--- src/rtl/memory_access_pkg.sv ---
// Shared encodings for the MEM stage: access sizes, FSM states, write-strobe constants
// and the store-side lane helpers. MEM_ALIGN_CHECK_EN enables misalignment trapping.
package memory_access_pkg;

    localparam logic [1:0] SIZE_BYTE = 2'b00;
    localparam logic [1:0] SIZE_HALF = 2'b01;
    localparam logic [1:0] SIZE_WORD = 2'b10;

    typedef enum logic [1:0] {
        ST_IDLE = 2'd0,
        ST_REQ  = 2'd1,
        ST_WAIT = 2'd2,
        ST_HOLD = 2'd3
    } state_t;

    localparam logic [3:0] WSTRB_NONE = 4'b0000;
    localparam logic [3:0] WSTRB_BYTE = 4'b0001;
    localparam logic [3:0] WSTRB_HALF = 4'b0011;
    localparam logic [3:0] WSTRB_WORD = 4'b1111;

    // Strobes shift out of the top lane for a half at offset 3; that lane is dropped.
    function automatic logic [3:0] calc_wstrb(input logic is_store,
                                              input logic [1:0] size,
                                              input logic [1:0] lo);
        logic [3:0] s;
        if (!is_store) begin
            s = WSTRB_NONE;
        end else begin
            case (size)
                SIZE_BYTE: s = WSTRB_BYTE << lo;
                SIZE_HALF: s = WSTRB_HALF << lo;
                default:   s = WSTRB_WORD;
            endcase
        end
        return s;
    endfunction

    function automatic logic [31:0] calc_wdata(input logic [1:0] size,
                                               input logic [31:0] data);
        logic [31:0] d;
        case (size)
            SIZE_BYTE: d = {4{data[7:0]}};
            SIZE_HALF: d = {2{data[15:0]}};
            default:   d = data;
        endcase
        return d;
    endfunction

    function automatic logic is_misaligned(input logic [1:0] size,
                                           input logic [1:0] lo);
        return ((size == SIZE_HALF) && lo[0]) || ((size == SIZE_WORD) && (lo != 2'b00));
    endfunction

endpackage

--- src/rtl/load_align.sv ---
// Combinational load-lane selector: picks the byte/half addressed by addr_lo out of
// the returned word and sign- or zero-extends it.
module load_align
    import memory_access_pkg::*;
(
    input  logic [31:0] rdata,
    input  logic [1:0]  addr_lo,
    input  logic [1:0]  size,
    input  logic        load_unsigned,
    output logic [31:0] result
);

    logic [7:0]  lane [4];
    logic [7:0]  byte_sel;
    logic [15:0] half_sel;

    genvar gi;
    generate
        for (gi = 0; gi < 4; gi++) begin : g_lane
            assign lane[gi] = rdata[8*gi +: 8];
        end
    endgenerate

    // Halves use only addr_lo[1]; a stray addr_lo[0] is ignored here.
    always_comb begin
        byte_sel = lane[addr_lo];
        half_sel = addr_lo[1] ? rdata[31:16] : rdata[15:0];
        case (size)
            SIZE_BYTE: result = {{24{byte_sel[7] & ~load_unsigned}}, byte_sel};
            SIZE_HALF: result = {{16{half_sel[15] & ~load_unsigned}}, half_sel};
            default:   result = rdata;
        endcase
    end

endmodule

--- src/rtl/memory_access.sv ---
// MEM pipeline stage: forwards ALU ops to WB and runs loads/stores over the data-SRAM
// request/addr_ok/data_ok handshake. MEM_ALIGN_CHECK_EN adds the mem_misaligned trap.
module memory_access
    import memory_access_pkg::*;
(
    input  logic        clk,
    input  logic        rstn,
    input  logic        stall,
    input  logic        ex_valid,
    input  logic [31:0] ex_alu_result,
    input  logic [31:0] ex_store_data,
    input  logic [4:0]  ex_waddr,
    input  logic        ex_reg_write,
    input  logic        ex_mem_to_reg,
    input  logic        ex_mem_read,
    input  logic        ex_mem_write,
    input  logic [1:0]  ex_size,
    input  logic        ex_load_unsigned,
    input  logic [31:0] ex_inst,
    output logic        ex_ready,
    output logic        stall_req,
    output logic        data_req,
    output logic        data_wr,
    output logic [31:0] data_addr,
    output logic [3:0]  data_wstrb,
    output logic [31:0] data_wdata,
    input  logic        data_addr_ok,
    input  logic        data_data_ok,
    input  logic [31:0] data_rdata,
    output logic        wb_valid,
    output logic [31:0] wb_result,
    output logic [4:0]  wb_waddr,
    output logic        wb_reg_write,
`ifdef MEM_ALIGN_CHECK_EN
    output logic        mem_misaligned,
`endif
    output logic [31:0] wb_inst
);

    state_t      state_reg, state_next;
    logic [31:0] addr_reg, addr_next;
    logic [3:0]  wstrb_reg, wstrb_next;
    logic [31:0] wdata_reg, wdata_next;
    logic        wr_reg, wr_next;
    logic [4:0]  waddr_reg, waddr_next;
    logic        reg_write_reg, reg_write_next;
    logic        mem_to_reg_reg, mem_to_reg_next;
    logic [1:0]  size_reg, size_next;
    logic        unsigned_reg, unsigned_next;
    logic [31:0] inst_reg, inst_next;
    logic [31:0] buf_result_reg, buf_result_next;

    logic        wb_valid_reg, wb_valid_next;
    logic [31:0] wb_result_reg, wb_result_next;
    logic [4:0]  wb_waddr_reg, wb_waddr_next;
    logic        wb_reg_write_reg, wb_reg_write_next;
    logic [31:0] wb_inst_reg, wb_inst_next;
`ifdef MEM_ALIGN_CHECK_EN
    logic        misaligned_reg, misaligned_next;
`endif

    logic        ex_is_mem;
    logic        accept;
    logic        complete;
    logic [31:0] load_result;
    logic [31:0] mem_result;

    assign ex_is_mem = ex_mem_read | ex_mem_write;
    assign ex_ready  = (state_reg == ST_IDLE) && !stall;
    assign accept    = ex_valid && ex_ready;
    assign stall_req = (state_reg != ST_IDLE) || (ex_valid && ex_is_mem);

    load_align u_load_align (
        .rdata         (data_rdata),
        .addr_lo       (addr_reg[1:0]),
        .size          (size_reg),
        .load_unsigned (unsigned_reg),
        .result        (load_result)
    );

    assign mem_result = mem_to_reg_reg ? load_result : addr_reg;

    always_comb begin
        state_next        = state_reg;
        addr_next         = addr_reg;
        wstrb_next        = wstrb_reg;
        wdata_next        = wdata_reg;
        wr_next           = wr_reg;
        waddr_next        = waddr_reg;
        reg_write_next    = reg_write_reg;
        mem_to_reg_next   = mem_to_reg_reg;
        size_next         = size_reg;
        unsigned_next     = unsigned_reg;
        inst_next         = inst_reg;
        buf_result_next   = buf_result_reg;
        wb_valid_next     = wb_valid_reg;
        wb_result_next    = wb_result_reg;
        wb_waddr_next     = wb_waddr_reg;
        wb_reg_write_next = wb_reg_write_reg;
        wb_inst_next      = wb_inst_reg;
        complete          = 1'b0;
        // wb_valid is a pulse, but the whole WB register freezes while stalled.
        if (!stall) begin
            wb_valid_next = 1'b0;
        end
`ifdef MEM_ALIGN_CHECK_EN
        misaligned_next = misaligned_reg;
        if (!stall) begin
            misaligned_next = 1'b0;
        end
`endif

        case (state_reg)
            ST_IDLE: begin
                if (accept) begin
                    if (ex_is_mem) begin
`ifdef MEM_ALIGN_CHECK_EN
                        if (is_misaligned(ex_size, ex_alu_result[1:0])) begin
                            wb_valid_next     = 1'b1;
                            wb_result_next    = ex_alu_result;
                            wb_waddr_next     = ex_waddr;
                            wb_reg_write_next = 1'b0;
                            wb_inst_next      = ex_inst;
                            misaligned_next   = 1'b1;
                        end else
`endif
                        begin
                            addr_next       = ex_alu_result;
                            wstrb_next      = calc_wstrb(ex_mem_write, ex_size, ex_alu_result[1:0]);
                            wdata_next      = calc_wdata(ex_size, ex_store_data);
                            wr_next         = ex_mem_write;
                            waddr_next      = ex_waddr;
                            reg_write_next  = ex_reg_write;
                            mem_to_reg_next = ex_mem_to_reg;
                            size_next       = ex_size;
                            unsigned_next   = ex_load_unsigned;
                            inst_next       = ex_inst;
                            state_next      = ST_REQ;
                        end
                    end else begin
                        wb_valid_next     = 1'b1;
                        wb_result_next    = ex_alu_result;
                        wb_waddr_next     = ex_waddr;
                        wb_reg_write_next = ex_reg_write;
                        wb_inst_next      = ex_inst;
                    end
                end
            end
            ST_REQ: begin
                if (data_addr_ok) begin
                    if (data_data_ok) begin
                        complete = 1'b1;
                    end else begin
                        state_next = ST_WAIT;
                    end
                end
            end
            ST_WAIT: begin
                if (data_data_ok) begin
                    complete = 1'b1;
                end
            end
            ST_HOLD: begin
                if (!stall) begin
                    wb_valid_next     = 1'b1;
                    wb_result_next    = buf_result_reg;
                    wb_waddr_next     = waddr_reg;
                    wb_reg_write_next = reg_write_reg;
                    wb_inst_next      = inst_reg;
                    state_next        = ST_IDLE;
                end
            end
            default: state_next = ST_IDLE;
        endcase

        // The SRAM will not repeat data_ok, so a stalled completion is parked in the buffer.
        if (complete) begin
            if (!stall) begin
                wb_valid_next     = 1'b1;
                wb_result_next    = mem_result;
                wb_waddr_next     = waddr_reg;
                wb_reg_write_next = reg_write_reg;
                wb_inst_next      = inst_reg;
                state_next        = ST_IDLE;
            end else begin
                buf_result_next = mem_result;
                state_next      = ST_HOLD;
            end
        end
    end

    always_ff @(posedge clk or negedge rstn) begin
        if (!rstn) begin
            state_reg        <= ST_IDLE;
            addr_reg         <= '0;
            wstrb_reg        <= '0;
            wdata_reg        <= '0;
            wr_reg           <= 1'b0;
            waddr_reg        <= '0;
            reg_write_reg    <= 1'b0;
            mem_to_reg_reg   <= 1'b0;
            size_reg         <= '0;
            unsigned_reg     <= 1'b0;
            inst_reg         <= '0;
            buf_result_reg   <= '0;
            wb_valid_reg     <= 1'b0;
            wb_result_reg    <= '0;
            wb_waddr_reg     <= '0;
            wb_reg_write_reg <= 1'b0;
            wb_inst_reg      <= '0;
        end else begin
            state_reg        <= state_next;
            addr_reg         <= addr_next;
            wstrb_reg        <= wstrb_next;
            wdata_reg        <= wdata_next;
            wr_reg           <= wr_next;
            waddr_reg        <= waddr_next;
            reg_write_reg    <= reg_write_next;
            mem_to_reg_reg   <= mem_to_reg_next;
            size_reg         <= size_next;
            unsigned_reg     <= unsigned_next;
            inst_reg         <= inst_next;
            buf_result_reg   <= buf_result_next;
            wb_valid_reg     <= wb_valid_next;
            wb_result_reg    <= wb_result_next;
            wb_waddr_reg     <= wb_waddr_next;
            wb_reg_write_reg <= wb_reg_write_next;
            wb_inst_reg      <= wb_inst_next;
        end
    end

`ifdef MEM_ALIGN_CHECK_EN
    always_ff @(posedge clk or negedge rstn) begin
        if (!rstn) begin
            misaligned_reg <= 1'b0;
        end else begin
            misaligned_reg <= misaligned_next;
        end
    end

    assign mem_misaligned = misaligned_reg;
`endif

    assign data_req     = (state_reg == ST_REQ);
    assign data_wr      = wr_reg;
    assign data_addr    = {addr_reg[31:2], 2'b00};
    assign data_wstrb   = wstrb_reg;
    assign data_wdata   = wdata_reg;
    assign wb_valid     = wb_valid_reg;
    assign wb_result    = wb_result_reg;
    assign wb_waddr     = wb_waddr_reg;
    assign wb_reg_write = wb_reg_write_reg;
    assign wb_inst      = wb_inst_reg;

endmodule

--- config.mk ---
export PLATFORM = sky130hd
export DESIGN_NAME = memory_access
export DESIGN_NICKNAME = d
export VERILOG_FILES = /design/src/rtl/memory_access_pkg.sv /design/src/rtl/load_align.sv /design/src/rtl/memory_access.sv
export SDC_FILE = /design/constraint.sdc
export NUM_CORES = 1
export LEC_CHECK = 0
export ABC_AREA = 1
export BUFFER_PORTS_ARGS = -buffer_cell sky130_fd_sc_hd__buf_2
export CORE_AREA = 4 4 141 170
export CTS_BUF_LIST = sky130_fd_sc_hd__clkbuf_8 sky130_fd_sc_hd__clkbuf_16
export DETAILED_ROUTE_END_ITERATION = 7
export DIE_AREA = 0 0 145 174
export PLACE_DENSITY = 0.81
export SYNTH_ARGS = -nofsm -noshare
export SYNTH_HDL_FRONTEND = slang
export SYNTH_SLANG_ARGS = --single-unit
--- constraint.sdc ---
create_clock -name clk -period 2.95 [get_ports clk]
set_input_delay 0.4425 -clock clk [delete_from_list [all_inputs] [get_ports clk]]
set_output_delay 0.4425 -clock clk [all_outputs]
set_load 0.03 [all_outputs]
After elaboration in Yosys (flattened, before gate mapping):

Index checks and enable logic that the tools add are counted.

* flip-flop bits (word level): 216
* bits in latches: 0
* memory bits (writable): 0
* memory bits (read-only): 0
* input bits: 146
* output and inout bits: 143
* logic and storage cells: 99
* memories kept: 0

* $add $sub $neg: 0
* multiply operators: 0
* div/mod/pow operators: 0
* magnitude comparators: 1
* eq/ne operators: 10
* shifts and indexed selects: 2
* mux-type cells: 51
* bitwise gates (word level): 5
* reduce and logical (&&, ||, !) cells: 13

Operator list (number)
* $mux W32: 11
* $pmux W32 S2: 4
* $mux W5: 5
* $bmux W8 S2: 1
* $mux W16: 1
* $mux W8: 2
* $mux W2: 7
* $mux W1: 13
* $pmux W5 S2: 1
* $ne A3 B3 Y1 const B: 3
* $pmux W4 S2: 1
* $eq A2 B1 Y1 const B: 3
* $logic_not A2 Y1: 3
* $pmux W1 S2: 3
* $pmux W2 S3: 1
* $reduce_and A6 Y1: 1
* $eq A2 B2 Y1 const B: 2
* $mux W4: 1
* $reduce_bool A4 Y1: 1
* $shl A1 B2 Y4 const A: 1
* $shl A2 B2 Y4 const A: 1
* $ge A3 B3 Y1 const B: 1
* $logic_and A1 B1 Y1: 3
* $ne A3 B1 Y1 const B: 1
* other kinds (10): 11

Longest topological paths before layout:

* word-level depth: 9
* gate-level depth with buffers: 14
* depth with buffers taken out: 12

Modules after synthesis:

A second synthesis with hierarchy kept.

* cell total of the unflattened synthesis: 1684
* area, all modules: 12405.6 µm²

Modules (own cells, without submodules)
* memory_access: times used 1, cells each 1530, area each 11499.8 µm², sequential area each 5405.2 µm²
* load_align: times used 1, cells each 154, area each 905.9 µm², sequential area each 0.0 µm²

Worst setup path before layout:

No wires, ideal clock.

* kind: reg2reg
* start: register state_reg[1]
* end: register wb_result_reg[14], in the netlist wb_result[14]
* setup time: 0.113 ns
* data arrival time: 1.753 ns
* required time: 2.837 ns
* slack: 1.085 ns
* stages on the path, launching flop included: 12
* path buffers: 2
* clock period less this slack: 1.865 ns
* path through: dfrtp_1 inv_1 ha_1 a21oi_1 nor2_4 nand2_1 buf_2 inv_2 buf_2 nand3_1 nand2_1 inv_1

* elaborated cells between the ends (all ways): 11
* classes of those cells: eq/ne (3); mux (5); reduce/logical (3)

RTL lines
* from (decl): RTL line memory_access.sv:40 `state_t state_reg, state_next;`
* from (signal assigned): RTL line memory_access.sv:212 `state_reg <= state_next;`
* $eq A2 B1 Y1
* net data_req: RTL line memory_access.sv:22 `output logic data_req,`
* $pmux W1 S2: RTL line memory_access.sv:113 `case (state_reg)`
* $mux W32: RTL line memory_access.sv:177 `if (complete) begin`
* net wb_result_next[14]: RTL line memory_access.sv:54 `logic [31:0] wb_result_reg, wb_result_next;`
* to (signal assigned): RTL line memory_access.sv:225 `wb_result_reg <= wb_result_next;`
* to (decl): RTL line memory_access.sv:54

The timed path passes the listed nets, and every way through them passes these cells.
A chain may end at the register's enable or synchronous reset.

Worst setup path after layout:

* start: register state_reg[0]
* end: register wb_waddr_reg[3], in the netlist wb_waddr[3]

* cells in the longest elaborated chain, start to end: 7
* elaborated cells between the ends (all ways): 11
* classes of those cells: eq/ne (3); mux (5); reduce/logical (3)

Ends and longest elaborated chain
* $logic_not A2 Y1: RTL line memory_access.sv:69, memory_access.sv:113
* $logic_and A1 B1 Y1: RTL line memory_access.sv:69 `assign ex_ready = (state_reg == ST_IDLE) && !stall;`
* $logic_and A1 B1 Y1: RTL line memory_access.sv:70 `assign accept = ex_valid && ex_ready;`
* $mux W5: RTL line memory_access.sv:115 `if (accept) begin`
* $pmux W5 S2: RTL line memory_access.sv:113
* $mux W5: RTL line memory_access.sv:178 `if (!stall) begin`
* $mux W5 (*): RTL line memory_access.sv:177
* net wb_waddr_next[3]: RTL line memory_access.sv:55 `logic [4:0] wb_waddr_reg, wb_waddr_next;`
* to (signal assigned): RTL line memory_access.sv:226 `wb_waddr_reg <= wb_waddr_next;`
* to (decl): RTL line memory_access.sv:55

The timed path passes the listed nets; every way through them passes the cells marked *.

==> flow_summary.yaml <==
setup_path:
  cpPeakStageDelay_ns: 0.42
  cp_common_cell: "nand2_4"
  crit_chain: "inv_1 > ha_1 > inv_2 > nor2_8 > nand3_4 > nand2_4 > nand2_4 > a21oi_1 > o21ai_1"
  worstSetupPathType: "reg2reg"
  critPathBufInv: 2
  critPathSlowestCell: "dfrtp_1"
  r2r_start: "state_reg[0]$_DFFE_PN0P_"
  worstPathRequired_ns: 3.32
  crit_path_end_kind: "flip-flop"
  cp-startpoint: "state_reg[0]$_DFFE_PN0P_"
  crit_fanout: 51
  cpLargestDelayFamily: "simple AND/OR/NAND/NOR gates"
  crit_arrival_ns: 2.84
  start_kind: "flip-flop"
finish:
  drive_gt1_frac: 0.210
  seqCellArea_um2: 5410
  fin_cells: 2176
  finalNetCount: 2028
  multi_input_area_um2: 5230
  syn_to_final_growth_pct: 17.3
  num-fill-cells: 1964
timing:
  period_share: 0.835
  tightest_slew_ns: 0.697
  skew_ns: 0.0107
  holdWs_ns: 0.180
  slew_violations: 0
  finalHoldViolations: 0
  fmax_ghz: 0.406
  slew_headroom: 0.536
  rsz0062_at_grt: "false"
  period_minus_slack_ns: 2.46
  fin_setup_tns_ns: 0
  setup_viol_count_final: 0
  worst_slack_ns: 0.485
placed_design:
  gp_congestion: 0.904
  placed_cells: 2131
  dp_hpwl_mm: 24.9
  io_buffers: 286
  pre_cts_slack_ns: 0.594
floorplan:
  die_area_um2: 25200
  boundaryPins: 289
  die_w_um: 145
  start_util: 0.543
  rows: 60
  core_area_um2: 22300
  dieHeight_um: 174
clock_network:
  clock_sinks: 216
  cts-resized-gates: 0
  root_buffer: "clkbuf_16"
  clk_pin_slew_ns: 0.07
  h-tree-depth: 1
  clock_latency_ns: 0.51
  cts_buffers: 23
  cts.path.max_buffers: 3
  cts_tree: "built"
yosys:
  seq_area_frac_synth: 0.446
  ys_types: 34
  ys_ff_latch: 216
  synth_area_um2: 12100
  synth_cells: 1680
  ys_warn_count: 0
  syn_area_per_cell_um2: 7.21
grt:
  antenna_found_initial: 3
  grt-ovfl-total: 0
  grt_max_degree: 125
  track_usage: 0.284
  grt_pass1_vias: 11812
  grt_pass1_wl_mm: 59.7
power_and_ir_drop:
  p_leak_uw: 0.00782
  ir_drop_v: 0.000729
  power_density_nw_per_um2: 1150
  power_uw: 16300
drt:
  wl_mm: 36.8
  post_drt_via_cell_ratio: 5.47
  vias: 11908
  postRouteAntennaNets: 0
  drc_errors: 0
  drt_iter0_drc: 1156
  dr.pass1.iters: 7
  wl_per_cell_um: 16.9
hold_path:
  min_path_type: "in2reg"
  holdCritStartpoint: "ex_load_unsigned"
outcome:
  status: "finished clean"
run:
  timing.max_cap.violations: 0
[final cells by class]
class                      instances  share of cell area
antenna                            3            0.000528
clock buffer                      27              0.0444
clock inverter                    14              0.0156
inverter                         173              0.0461
multi-input combinational       1153               0.368
sequential                       216               0.380
tap                              279              0.0246
timing repair buffer             311               0.120
[layer usage]
layer / up-vias / track usage / part of all wire
met5: - / 0 / 0.00033
met1: 5570 / 0.361 / 0.39
li1: 5716 / - / -
met2: 523 / 0.475 / 0.48
met3: 97 / 0.0524 / 0.085
met4: 2 / 0.126 / 0.041
[timing repair]
action                                 CTS  global route
hold buffers                             1             0
buffers inserted                         0             0
endpoints found under the hold margin   69             0
[power breakdown]
| group | internal, µW | total [µW] | switching [µW] |
|---|---|---|---|
| registers | 4240 | 5140 | 905 |
| clock network | 2050 | 3280 | 1240 |
| logic | 2390 | 7920 | 5520 |
[synth_stat cells]
| master | n | share of area |
|---|---|---|
| a21boi_0 | 8 | 0.0050 |
| a21oi_1 | 118 | 0.049 |
| a22oi_1 | 1 | 0.00062 |
| buf_1 | 2 | 0.00062 |
| buf_2 | 35 | 0.014 |
| buf_4 | 36 | 0.022 |
| buf_6 | 18 | 0.017 |
| clkbuf_1 | 47 | 0.015 |
| clkbuf_2 | 1 | 0.00041 |
| clkinv_1 | 2 | 0.00062 |
| conb_1 | 1 | 0.00031 |
| dfrtp_1 | 216 | 0.45 |
| ha_1 | 4 | 0.0041 |
| inv_1 | 163 | 0.051 |
| inv_2 | 6 | 0.0019 |
| inv_4 | 2 | 0.0010 |
| nand2_1 | 549 | 0.17 |
| nand2_2 | 2 | 0.0010 |
| nand2_4 | 3 | 0.0028 |
| nand3_1 | 62 | 0.026 |
| nand3_2 | 1 | 0.00083 |
| nand3_4 | 1 | 0.0014 |
| nand4_1 | 11 | 0.0057 |
| nor2_1 | 61 | 0.019 |
| nor2_2 | 2 | 0.0010 |
| nor2_4 | 1 | 0.00093 |
| nor2_8 | 2 | 0.0033 |
| o211ai_1 | 5 | 0.0031 |
| o21ai_0 | 230 | 0.095 |
| o21ai_1 | 62 | 0.026 |
| o21ai_2 | 9 | 0.0065 |
| o22ai_1 | 1 | 0.00052 |
| or2_0 | 1 | 0.00052 |
| or2_2 | 17 | 0.0088 |
[kinds of logic (layout without fill, tap and decap cells)]
family                   Yosys count  after routing  synth area share
AND/OR/NAND/NOR                  713            713             0.241
other                              1              5          0.000310
AO/OA/AOI/OAI                    434            434             0.185
adder cells (fa/ha/maj)            4              4           0.00413
buffers and inverters            312            525             0.123
flip-flops                       216            216             0.446
[worst reg2reg max path, cell delays in order (launching register included)]
cell and delay [ns]:
dfrtp_1 0.42, inv_1 0.10, ha_1 0.20, inv_2 0.08, nor2_8 0.22, nand3_4 0.27
nand2_4 0.20, nand2_4 0.40, a21oi_1 0.33, o21ai_1 0.12
[per-stage QoR]
| step | utilization | cell area (µm²) |
|---|---|---|
| 2_1_floorplan | - | 12100 |
| 3_3_place_gp | 0.598 | 13300 |
| 3_5_place_dp | 0.598 | 13300 |
| 4_1_cts | 0.637 | 14200 |
| 5_1_grt | 0.637 | 14200 |
| 6_report | 0.637 | 14200 |
[cell usage in the layout, fill, tap and decap left out, types with 8 or more instances in the layout]
master and count:
nand2_1 547, buf_2 285, o21ai_0 230, dfrtp_1 216
inv_1 166, a21oi_1 118, o21ai_1 62, nand3_1 62
nor2_1 61, clkbuf_16 23, buf_4 18, or2_2 17
nand4_1 11, o21ai_2 9, a21boi_0 8
[worst paths after layout]
| check | endpoint | slack (ns) | cells past startpoint |
|---|---|---|---|
| worst max-delay path | wb_waddr[3]$_DFF_PN0_ | 0.49 | 9 |
| worst min-delay path | unsigned_reg$_DFFE_PN0P_ | 0.18 | 3 |
| worst max register to register | wb_waddr[3]$_DFF_PN0_ | 0.49 | 9 |
| worst min register to register | inst_reg[12]$_DFFE_PN0P_ | 0.48 | 2 |
| max in group asynchronous | wb_inst[19]$_DFF_PN0_ | 1.63 | 3 |
| min in group asynchronous | data_wdata[15]$_DFFE_PN0P_ | 0.52 | 2 |
No activity file was read; power rests on OpenSTA's default activity.
